## src/rtl/mdu_seq_pkg.sv

```systemverilog
// Shared constants for the multiply/divide sequencer: opcode encodings, FSM states
// and a conditional two's-complement helper.
package mdu_seq_pkg;

  localparam logic [3:0] OP_NONE    = 4'd0;

  localparam logic [3:0] MUL_MUL    = 4'd1;
  localparam logic [3:0] MUL_MULH   = 4'd2;
  localparam logic [3:0] MUL_MULHSU = 4'd3;
  localparam logic [3:0] MUL_MULHU  = 4'd4;

  localparam logic [3:0] DIV_DIV    = 4'd1;
  localparam logic [3:0] DIV_REM    = 4'd2;
  localparam logic [3:0] DIV_DIVU   = 4'd3;
  localparam logic [3:0] DIV_REMU   = 4'd4;

  localparam logic [4:0] DIV_STEPS_M1 = 5'd31;

  typedef enum logic [2:0] {
    S_IDLE    = 3'd0,
    S_MUL     = 3'd1,
    S_DIV_RUN = 3'd2,
    S_DIV_FIX = 3'd3,
    S_DONE    = 3'd4
  } mdu_state_t;

  function automatic logic [31:0] neg_if(input logic neg, input logic [31:0] v);
    return neg ? (~v + 32'd1) : v;
  endfunction

endpackage

```

## src/rtl/mdu_seq_if.sv

```systemverilog
// Execute-stage bundle between the issue logic and the multiply/divide sequencer.
interface mdu_seq_if #(parameter int XLEN = 32);
  logic            start;
  logic [3:0]      mul_op;
  logic [3:0]      div_op;
  logic [XLEN-1:0] rs1_val;
  logic [XLEN-1:0] rs2_val;
  logic [4:0]      rd_in;
  logic            flush;
  logic            stall;
  logic            busy;
  logic            done;
  logic [XLEN-1:0] result;
  logic [4:0]      rd_out;

  modport master (
    output start, mul_op, div_op, rs1_val, rs2_val, rd_in, flush,
    input  stall, busy, done, result, rd_out
  );

  modport slave (
    input  start, mul_op, div_op, rs1_val, rs2_val, rd_in, flush,
    output stall, busy, done, result, rd_out
  );
endinterface

```

## src/rtl/mdu_seq_div_iter.sv

```systemverilog
// Unsigned restoring-divide datapath: loads dividend/divisor, then produces one
// quotient bit per enabled step.
module div_iter #(
  parameter int XLEN = 32
) (
  input  logic            clk,
  input  logic            reset,
  input  logic            load,
  input  logic            step,
  input  logic [XLEN-1:0] dividend,
  input  logic [XLEN-1:0] divisor,
  output logic [XLEN-1:0] quotient,
  output logic [XLEN-1:0] remainder
);

  logic [XLEN-1:0] dvs_q;
  logic [XLEN-1:0] quo_q;
  logic [XLEN-1:0] rem_q;
  logic [XLEN:0]   shifted;
  logic            fits;
  logic [XLEN-1:0] sub;

  // Partial remainder is always below the divisor, so the wrapped XLEN-bit
  // difference is exact whenever the subtraction is taken.
  always_comb begin
    shifted = {rem_q, quo_q[XLEN-1]};
    fits    = (shifted >= {1'b0, dvs_q});
    sub     = shifted[XLEN-1:0] - dvs_q;
  end

  always_ff @(posedge clk) begin
    if (reset) begin
      dvs_q <= '0;
      quo_q <= '0;
      rem_q <= '0;
    end else if (load) begin
      dvs_q <= divisor;
      quo_q <= dividend;
      rem_q <= '0;
    end else if (step) begin
      rem_q <= fits ? sub : shifted[XLEN-1:0];
      quo_q <= {quo_q[XLEN-2:0], fits};
    end
  end

  assign quotient  = quo_q;
  assign remainder = rem_q;

endmodule

```

## src/rtl/mdu_seq.sv

```systemverilog
// Multi-cycle multiply/divide sequencer. Define MSPU_DIV_EN to build the divider;
// without it, divide ops complete through the multiply timing with a zero result.
//
// state     | meaning
// S_IDLE    | waiting for an op; accepts on start with a nonzero opcode
// S_MUL     | product formed from latched operands
// S_DIV_RUN | one restoring-divide step per cycle, counter 31 down to 0
// S_DIV_FIX | apply result signs or substitute the special-case value
// S_DONE    | result/rd_out valid, done pulse
module mdu_seq
  import mdu_seq_pkg::*;
#(
  parameter int XLEN = 32
) (
  input logic       clk,
  input logic       reset,
  mdu_seq_if.slave  bus
);

  mdu_state_t      state_q, state_d;
  logic            op_valid, sel_mul, accept;
  logic            stall_c, busy_c, done_c;

  logic [3:0]      op_q;
  logic            is_div_q;
  logic [XLEN-1:0] a_q, b_q;
  logic [4:0]      rd_q;
  logic [XLEN-1:0] result_q;
  logic [4:0]      rd_out_q;

  logic [2*XLEN-1:0] a_ext, b_ext, prod;
  logic [XLEN-1:0]   mul_res;

  assign op_valid = (bus.mul_op != OP_NONE) || (bus.div_op != OP_NONE);
  assign sel_mul  = (bus.mul_op != OP_NONE);
  assign accept   = (state_q == S_IDLE) && bus.start && op_valid && !bus.flush;

`ifdef MSPU_DIV_EN
  logic            div_signed, div_rem_in, div_zero, div_ovf, div_special;
  logic [XLEN-1:0] dvd_abs, dvs_abs, spec_res_d;
  logic            neg_q_q, neg_r_q, spec_q;
  logic [XLEN-1:0] spec_res_q;
  logic [4:0]      cnt_q;
  logic [XLEN-1:0] quotient, remainder, div_res;

  // Special cases are resolved at acceptance so they can bypass the iteration.
  always_comb begin
    div_signed  = (bus.div_op == DIV_DIV) || (bus.div_op == DIV_REM);
    div_rem_in  = (bus.div_op == DIV_REM) || (bus.div_op == DIV_REMU);
    dvd_abs     = neg_if(div_signed && bus.rs1_val[XLEN-1], bus.rs1_val);
    dvs_abs     = neg_if(div_signed && bus.rs2_val[XLEN-1], bus.rs2_val);
    div_zero    = (bus.rs2_val == '0);
    div_ovf     = div_signed && (bus.rs1_val == {1'b1, {(XLEN-1){1'b0}}})
                  && (bus.rs2_val == '1);
    div_special = div_zero || div_ovf;
    if (div_zero)
      spec_res_d = div_rem_in ? bus.rs1_val : '1;
    else
      spec_res_d = div_rem_in ? '0 : {1'b1, {(XLEN-1){1'b0}}};
  end

  always_ff @(posedge clk) begin
    if (reset) begin
      neg_q_q    <= 1'b0;
      neg_r_q    <= 1'b0;
      spec_q     <= 1'b0;
      spec_res_q <= '0;
      cnt_q      <= '0;
    end else begin
      if (accept && !sel_mul) begin
        neg_q_q    <= div_signed && (bus.rs1_val[XLEN-1] ^ bus.rs2_val[XLEN-1]);
        neg_r_q    <= div_signed && bus.rs1_val[XLEN-1];
        spec_q     <= div_special;
        spec_res_q <= spec_res_d;
        cnt_q      <= DIV_STEPS_M1;
      end else if (state_q == S_DIV_RUN && cnt_q != 5'd0) begin
        cnt_q <= cnt_q - 5'd1;
      end
    end
  end

  div_iter #(.XLEN(XLEN)) u_div_iter (
    .clk       (clk),
    .reset     (reset),
    .load      (accept && !sel_mul),
    .step      (state_q == S_DIV_RUN),
    .dividend  (dvd_abs),
    .divisor   (dvs_abs),
    .quotient  (quotient),
    .remainder (remainder)
  );

  always_comb begin
    if (spec_q)
      div_res = spec_res_q;
    else if (op_q == DIV_REM || op_q == DIV_REMU)
      div_res = neg_if(neg_r_q, remainder);
    else
      div_res = neg_if(neg_q_q, quotient);
  end
`endif

  always_comb begin
    a_ext = (op_q == MUL_MULH || op_q == MUL_MULHSU) ?
            {{XLEN{a_q[XLEN-1]}}, a_q} : {{XLEN{1'b0}}, a_q};
    b_ext = (op_q == MUL_MULH) ? {{XLEN{b_q[XLEN-1]}}, b_q} : {{XLEN{1'b0}}, b_q};
    prod  = a_ext * b_ext;
    mul_res = (op_q == MUL_MUL) ? prod[XLEN-1:0] : prod[2*XLEN-1:XLEN];
  end

  always_ff @(posedge clk) begin
    if (reset) state_q <= S_IDLE;
    else       state_q <= state_d;
  end

  always_comb begin
    state_d = state_q;
    stall_c = 1'b0;
    busy_c  = (state_q != S_IDLE);
    done_c  = 1'b0;
    case (state_q)
      S_IDLE: begin
        stall_c = bus.start && op_valid;
        if (accept) begin
          state_d = S_MUL;
`ifdef MSPU_DIV_EN
          if (!sel_mul) state_d = div_special ? S_DIV_FIX : S_DIV_RUN;
`endif
        end
      end
      S_MUL: begin
        stall_c = 1'b1;
        state_d = S_DONE;
      end
`ifdef MSPU_DIV_EN
      S_DIV_RUN: begin
        stall_c = 1'b1;
        if (cnt_q == 5'd0) state_d = S_DIV_FIX;
      end
      S_DIV_FIX: begin
        stall_c = 1'b1;
        state_d = S_DONE;
      end
`endif
      S_DONE: begin
        done_c  = !bus.flush;
        state_d = S_IDLE;
      end
      default: state_d = S_IDLE;
    endcase
    if (bus.flush) state_d = S_IDLE;
  end

  always_ff @(posedge clk) begin
    if (reset) begin
      op_q     <= OP_NONE;
      is_div_q <= 1'b0;
      a_q      <= '0;
      b_q      <= '0;
      rd_q     <= '0;
    end else if (accept) begin
      op_q     <= sel_mul ? bus.mul_op : bus.div_op;
      is_div_q <= !sel_mul;
      a_q      <= bus.rs1_val;
      b_q      <= bus.rs2_val;
      rd_q     <= bus.rd_in;
    end
  end

  // A flushed op never reaches DONE, so the previous result stays visible.
  always_ff @(posedge clk) begin
    if (reset) begin
      result_q <= '0;
      rd_out_q <= '0;
    end else if (!bus.flush) begin
      if (state_q == S_MUL) begin
        result_q <= is_div_q ? '0 : mul_res;
        rd_out_q <= rd_q;
      end
`ifdef MSPU_DIV_EN
      if (state_q == S_DIV_FIX) begin
        result_q <= div_res;
        rd_out_q <= rd_q;
      end
`endif
    end
  end

  assign bus.stall  = stall_c;
  assign bus.busy   = busy_c;
  assign bus.done   = done_c;
  assign bus.result = result_q;
  assign bus.rd_out = rd_out_q;

endmodule

```

## src/flat_wrapper.sv

```systemverilog
// flat-port wrapper written by rule: the top's interface ports become plain ports
module mdu_seq_flat import mdu_seq_pkg::*;
#(
  parameter int XLEN = 32
)
  (clk, reset, bus_start, bus_mul_op, bus_div_op, bus_rs1_val, bus_rs2_val, bus_rd_in, bus_flush, bus_stall, bus_busy, bus_done, bus_result, bus_rd_out);
  mdu_seq_if #(.XLEN(XLEN)) bus_i ();
  input logic clk;
  input logic reset;
  input wire logic [$bits(bus_i.start)-1:0] bus_start;
  input wire logic [$bits(bus_i.mul_op)-1:0] bus_mul_op;
  input wire logic [$bits(bus_i.div_op)-1:0] bus_div_op;
  input wire logic [$bits(bus_i.rs1_val)-1:0] bus_rs1_val;
  input wire logic [$bits(bus_i.rs2_val)-1:0] bus_rs2_val;
  input wire logic [$bits(bus_i.rd_in)-1:0] bus_rd_in;
  input wire logic [$bits(bus_i.flush)-1:0] bus_flush;
  output wire logic [$bits(bus_i.stall)-1:0] bus_stall;
  output wire logic [$bits(bus_i.busy)-1:0] bus_busy;
  output wire logic [$bits(bus_i.done)-1:0] bus_done;
  output wire logic [$bits(bus_i.result)-1:0] bus_result;
  output wire logic [$bits(bus_i.rd_out)-1:0] bus_rd_out;
  assign bus_i.start = bus_start;
  assign bus_i.mul_op = bus_mul_op;
  assign bus_i.div_op = bus_div_op;
  assign bus_i.rs1_val = bus_rs1_val;
  assign bus_i.rs2_val = bus_rs2_val;
  assign bus_i.rd_in = bus_rd_in;
  assign bus_i.flush = bus_flush;
  assign bus_stall = bus_i.stall;
  assign bus_busy = bus_i.busy;
  assign bus_done = bus_i.done;
  assign bus_result = bus_i.result;
  assign bus_rd_out = bus_i.rd_out;
  mdu_seq #(.XLEN(XLEN)) u_core (.clk(clk), .reset(reset), .bus(bus_i));
endmodule
```

## config.mk

```make
export PLATFORM = sky130hd
export DESIGN_NAME = mdu_seq_flat
export DESIGN_NICKNAME = d
export VERILOG_FILES = /design/src/rtl/mdu_seq_pkg.sv /design/src/rtl/mdu_seq_if.sv /design/src/rtl/mdu_seq_div_iter.sv /design/src/rtl/mdu_seq.sv /design/src/flat_wrapper.sv
export SDC_FILE = /design/constraint.sdc
export NUM_CORES = 2
export LEC_CHECK = 0
export CAP_MARGIN = 15
export CORE_ASPECT_RATIO = 1.5
export CORE_MARGIN = 1.5
export CORE_UTILIZATION = 60
export DETAILED_ROUTE_END_ITERATION = 6
export GPL_ROUTABILITY_DRIVEN = 0
export PLACE_DENSITY = 0.8
export SYNTH_ARGS = -nofsm -noshare
export SYNTH_HDL_FRONTEND = slang
export SYNTH_SLANG_ARGS = --single-unit
export TNS_END_PERCENT = 30
```

## constraint.sdc

```tcl
create_clock -name clk -period 10 [get_ports clk]
set_clock_uncertainty 0.05 [all_clocks]
set_input_delay 1 -clock clk [delete_from_list [all_inputs] [get_ports clk]]
set_output_delay 1 -clock clk [all_outputs]
set_load 0.03 [all_outputs]
```

# ---- Yosys cells after proc, flatten, opt, wreduce, memory -nomap -nowiden
# Cells that the tools add are included.
dict set report totals {
  ff_bits 114
  word_cells 39
  mem_count 0
  latchBits 0
  mem_bits_ro 0
  ram_bits 0
  inputBits 81
  out_inout_bits 40
}
dict set report classes {
  n_mux 9
  add_sub_neg 0
  div 0
  n_bitwise 1
  shifts 0
  magnitude_cmp 0
  eq_ne 6
  multipliers 1
  reduce_logical 14
}
# cell count
set ops {}
lappend ops {{64-bit two-way mux} 2}
lappend ops {{64-bit by 64-bit multiplier with 64-bit output} 1}
lappend ops {{32-bit two-way mux} 2}
lappend ops {{4-bit by 2-bit == test with 1-bit output, second input constant} 2}
lappend ops {{4-bit nonzero test} 2}
lappend ops {{3-bit case mux with 2 select lines} 1}
lappend ops {{4-bit by 1-bit == test with 1-bit output, second input constant} 1}
lappend ops {{1-bit logical AND} 4}
lappend ops {{4-bit two-way mux} 1}
lappend ops {{3-bit by 1-bit == test with 1-bit output, second input constant} 1}
lappend ops {{3-bit == test, second input constant} 1}
lappend ops {{3-bit logical NOT} 1}
lappend ops {{3-bit two-way mux} 1}
lappend ops {{3-bit nonzero test} 1}
lappend ops {{1-bit logical NOT} 2}
lappend ops {{1-bit logical OR} 2}
lappend ops {{2-bit by 1-bit != test with 1-bit output, second input constant} 1}
lappend ops {{1-bit case mux with 2 select lines} 1}
lappend ops {{2-bit AND reduction} 1}
lappend ops {{2-bit OR reduction} 1}
lappend ops {{1-bit two-way mux} 1}
lappend ops {{1-bit NOT} 1}

# ---- Longest topological paths before layout
dict set report logic_depth {
  depth_word 6
  ltp_mapped 36
  depth_no_buf 33
}

# ---- Worst setup path before layout
# Ideal clock, no wire load.
dict set report synth_path {
  kind {register to register}
  startpoint {reg u_core.op_q[3]}
  endpoint {reg u_core.result_q[27], in the netlist u_core.bus.result[27]}
  path_slack_ps 622
  required_ps 9818
  stages_incl_launch_ff 32
  arrival_time_ps 9196
  n_path_buf 4
  period_less_slack_ps 9378
  setup_ps 132
  path_cell_list {dfxtp_1 -> nor2_1 -> and3_1 -> clkbuf_1 -> clkbuf_1 -> buf_1 -> nand2_1 -> fa_1 -> fa_1 -> inv_1 -> fa_1 -> fa_1 -> inv_1 -> fa_1 -> inv_1 -> fa_1 -> fa_1 -> fa_1 -> fa_1 -> inv_1 -> fa_1 -> inv_1 -> ha_1 -> clkbuf_1 -> a21oi_1 -> o21ai_0 -> a221o_1 -> a21oi_1 -> o21ai_0 -> o21ai_0 -> a31o_1 -> o21ai_0}
}
dict set report synth_via {
  elab_chain_cells 6
  word_cells_on_any_way 9
  classes_between {mul: 1; eq/ne: 3; mux: 4; reduce/logical: 1}
}
# item line
set synth_lines {}
lappend synth_lines {{start: declaration} mdu_seq.sv:24} ;# logic [3:0] op_q;
lappend synth_lines {{start signal: assignment} mdu_seq.sv:162} ;# op_q <= sel_mul ? bus.mul_op : bus.div_op;
lappend synth_lines {{4-bit by 2-bit == test with 1-bit output, on equally long branches} {mdu_seq.sv:104, mdu_seq.sv:106}}
lappend synth_lines {{1-bit logical OR} mdu_seq.sv:104} ;# a_ext = (op_q == MUL_MULH || op_q == MUL_MULHSU) ?
lappend synth_lines {{64-bit two-way mux} mdu_seq.sv:104}
lappend synth_lines {{64-bit by 64-bit multiplier with 64-bit output} mdu_seq.sv:107} ;# prod = a_ext * b_ext;
lappend synth_lines {{32-bit two-way mux (*)} mdu_seq.sv:108} ;# mul_res = (op_q == MUL_MUL) ? prod[XLEN-1:0] : prod[2*XLEN-1:XLEN];
lappend synth_lines {{32-bit two-way mux (*)} mdu_seq.sv:177} ;# result_q <= is_div_q ? '0 : mul_res;
lappend synth_lines {{end signal: assignment} mdu_seq.sv:177}
lappend synth_lines {{end: declaration} mdu_seq.sv:28} ;# logic [XLEN-1:0] result_q;
# Mark *: on every way between the ends. The rest lies on a longest branch, timed or not.
# A chain may end at the register's enable or synchronous reset.

# ---- Worst setup path after layout
dict set report layout_path {
  startpoint {reg u_core.op_q[3]}
  endpoint {reg u_core.result_q[25], in the netlist u_core.bus.result[25]}
}
# Same word-level chain as after synthesis.

==> results.py <==
metrics = {
    "logic_synthesis": {
        "synth_top_flop_cell": "dfxtp_1",
        "synth_common_cells": "inv_1, fa_1, nand2_1, and2_1, ha_1",
        "synth_top_area_share_pct": 55.0,
        "synth_most_common_cell": "inv_1",
        "netlist_instances": 5612,
        "ys_ff_latch": 113,
        "yosysWarnings": 0,
        "async_flop_share_pct": 0,
        "ys_seq_area_share_pct": 4.38,
        "netlist_area_um2": 51700,
        "syn_avg_cell_area_um2": 9.21,
        "ys_types": 73,
        "synth-simple-area-share_pct": 13.4,
        "yosysTopAreaCell": "fa_1",
        "synth-edff-count": 0,
        "synth_top_family_by_area": "adder cells",
        "synthTopCellsByArea": "fa_1, inv_1, ha_1, nand2_1, and2_1",
        "syn-num-nets": 7420,
        "synth-xor-area-share_pct": 2.00,
        "synth_compound_area_share_pct": 4.65,
        "synth_fa_ha_area_share_pct": 62.5,
        "synth_mux_area_share_pct": 0.0775,
    },
    "critical_path": {
        "crit_path_end_kind": "flip-flop",
        "crit_required_ps": 10340,
        "critical-path-max-stage-delay_ps": 670,
        "crit_path_top_delay_cell": "fa_1",
        "r2r_slack_ps": 280,
        "worstPathArrival_ps": 10060,
        "path_class": "flip-flop to flip-flop",
        "critPathMaxFanout": 24,
        "cp_common_cell": "fa_1",
        "worstSetupStartpointType": "flip-flop",
    },
    "die": {
        "die-area_um2": 88000,
        "initial_core_util_pct": 60.6,
        "coreArea_um2": 85200,
        "placementRows": 131,
        "die_w_um": 243,
        "die_y_um": 362,
        "pin_count": 121,
    },
    "finish": {
        "drive_gt1_share_pct": 3.73,
        "area_delta_synth_final_pct": 6.36,
        "regArea_um2": 2270,
        "fin_util_pct": 64.5,
        "fin_nets": 7405,
        "fin_area_um2": 55000,
        "multi_input_area_um2": 42700,
        "fill_cells": 6721,
    },
    "cts": {
        "clk_latency_ps": 540,
        "ctsHoldBuffers": 0,
        "cts.sinks": 113,
        "clk_pin_slew_worst_paths_ps": 70,
        "cts_tree": "yes",
        "cts_root_buf": "clkbuf_16",
        "clockBufferDepth": 2,
        "post_cts_buffers": 0,
        "cts_buffers": 17,
        "h-tree-depth": 4,
    },
    "route": {
        "routed-via-count": 39700,
        "drc": 0,
        "ant_nets": 0,
        "drtIter0Drc": 3489,
        "routed_wl_um": 164000,
        "first_pass_iters": 6,
        "viasPerCell": 5.88,
        "detail_route.wl_per_cell_um": 24.3,
    },
    "sta": {
        "setup_viol": 0,
        "finalHoldWorstSlack_ps": 405,
        "worst_slew_pin_slew_ps": 1190,
        "hold_viol_final": 0,
        "slew_headroom_pct": 20.9,
        "slew_violations": 0,
        "setup_tns_ps": 0,
        "period_minus_slack_ps": 9720,
        "max_freq_mhz": 103,
        "timing.final.crit_share_pct": 97.2,
    },
    "global_route": {
        "grt_use_total_pct": 39.8,
        "antenna_found_initial": 16,
        "grt_max_degree": 76,
        "grt_pass1_wl_um": 255000,
        "gr-total-overflow": 0,
        "grt_pass1_vias": 44600,
    },
    "placed_design": {
        "placedInstanceArea_um2": 54300,
        "dp_hpwl_um": 134000,
        "port_buffers": 120,
    },
    "power_and_ir_drop": {
        "ir_worst_vdd_uv": 155,
        "power_density_nw_per_um2": 39.0,
        "p_leak_nw": 28.5,
    },
    "run_status": {
        "run_status": "finished, final reports clean",
    },
    "job": {
        "maxCapViolCount": 0,
    },
    "hold_path": {
        "hold_class": "flip-flop to flip-flop",
    },
}
flip-flops by register name, summed over array words and instances, names as in the netlist:
register,count
u_core.is_div_q,1
u_core.b_q,32
u_core.op_q,4
u_core.bus.rd_out,5
u_core.state_q,2
u_core.rd_q,5
u_core.bus.result,32
u_core.a_q,32
timing repair:
action | CTS | global route
endpoints found under the hold margin | 0 | 0
resized for setup | 0 | 10
setup endpoints to repair | 0 | 8
critical path: cells and delay by family (launching register included):
| kind | cells | cell delay, ps |
|---|---|---|
| AND/OR/NAND/NOR | 4 | 840 |
| flip-flops | 1 | 330 |
| adder cells (fa/ha/maj) | 11 | 5810 |
| AO/OA/AOI/OAI | 6 | 1360 |
| XOR/XNOR | 1 | 230 |
| buffers and inverters | 6 | 920 |
layout make-up:
type	count	area share, %
Inverter	1497	10.2
Timing Repair Buffer	258	4.23
Sequential cell	113	4.13
Antenna cell	12	0.0546
Multi-Input combinational cell	3710	77.7
Tap cell	1130	2.57
Clock buffer	17	0.774
Clock inverter	15	0.303
report_power, final:
part	internal, W	leakage, nW	switching (W)	total, W
Combinational	0.000335	27.3	0.000614	0.000950
Sequential	0.000467	0.921	0.0000630	0.000530
Clock	0.000353	0.282	0.000314	0.000667
metrics by stage:
step	power [W]	std cells	setup slack (ps)
after detailed placement	0.00143	6705	383
after global routing	0.00225	6741	-6.18
after global placement	0.00140	6705	483
after floorplan	0.00107	5612	622
final	0.00215	6752	276
after CTS	0.00209	6737	357
path summary, 6_finish.rpt:
kind,start,endpoint,cells past startpoint
hold reg to reg,u_core.rd_q[1],u_core.bus.rd_out[1],2
hold / removal,u_core.rd_q[1],u_core.bus.rd_out[1],2
setup / recovery,u_core.op_q[3],u_core.bus.result[25],28
setup reg to reg,u_core.op_q[3],u_core.bus.result[25],28
logic make-up after synthesis:
family | Yosys count
buffers and inverters | 1789
adders and majority gates | 1731
and+or+nand+nor | 1483
AOI/OAI and AO/OA | 374
xor gates and xnor gates | 118
DFF | 113
muxes | 4
cell usage in the layout (no fill, tap or decap), types with 17 or more instances in the layout:
cell type and instances:
a21o_1 39, a21oi_1 162, a22oi_1 17, and2_1 442
buf_4 130, clkbuf_16 17, clkdlybuf4s50_1 119, dfxtp_1 108
fa_1 1415, ha_1 308, inv_1 1497, nand2_1 871
nand4_1 19, nor2_1 64, nor3_1 19, o21ai_0 52
xnor2_1 89, xor2_1 29
layer usage:
metal  vias to the layer above  routed length, um  track usage, %
li1                      16000                  -               -
met5                         -                132           0.832
met2                      2407              79600            64.7
met1                     20100              46700            37.7
met3                      1196              14800            13.5
met4                        12              23000            42.8
Note: power is estimated with default switching activity, not from simulation.
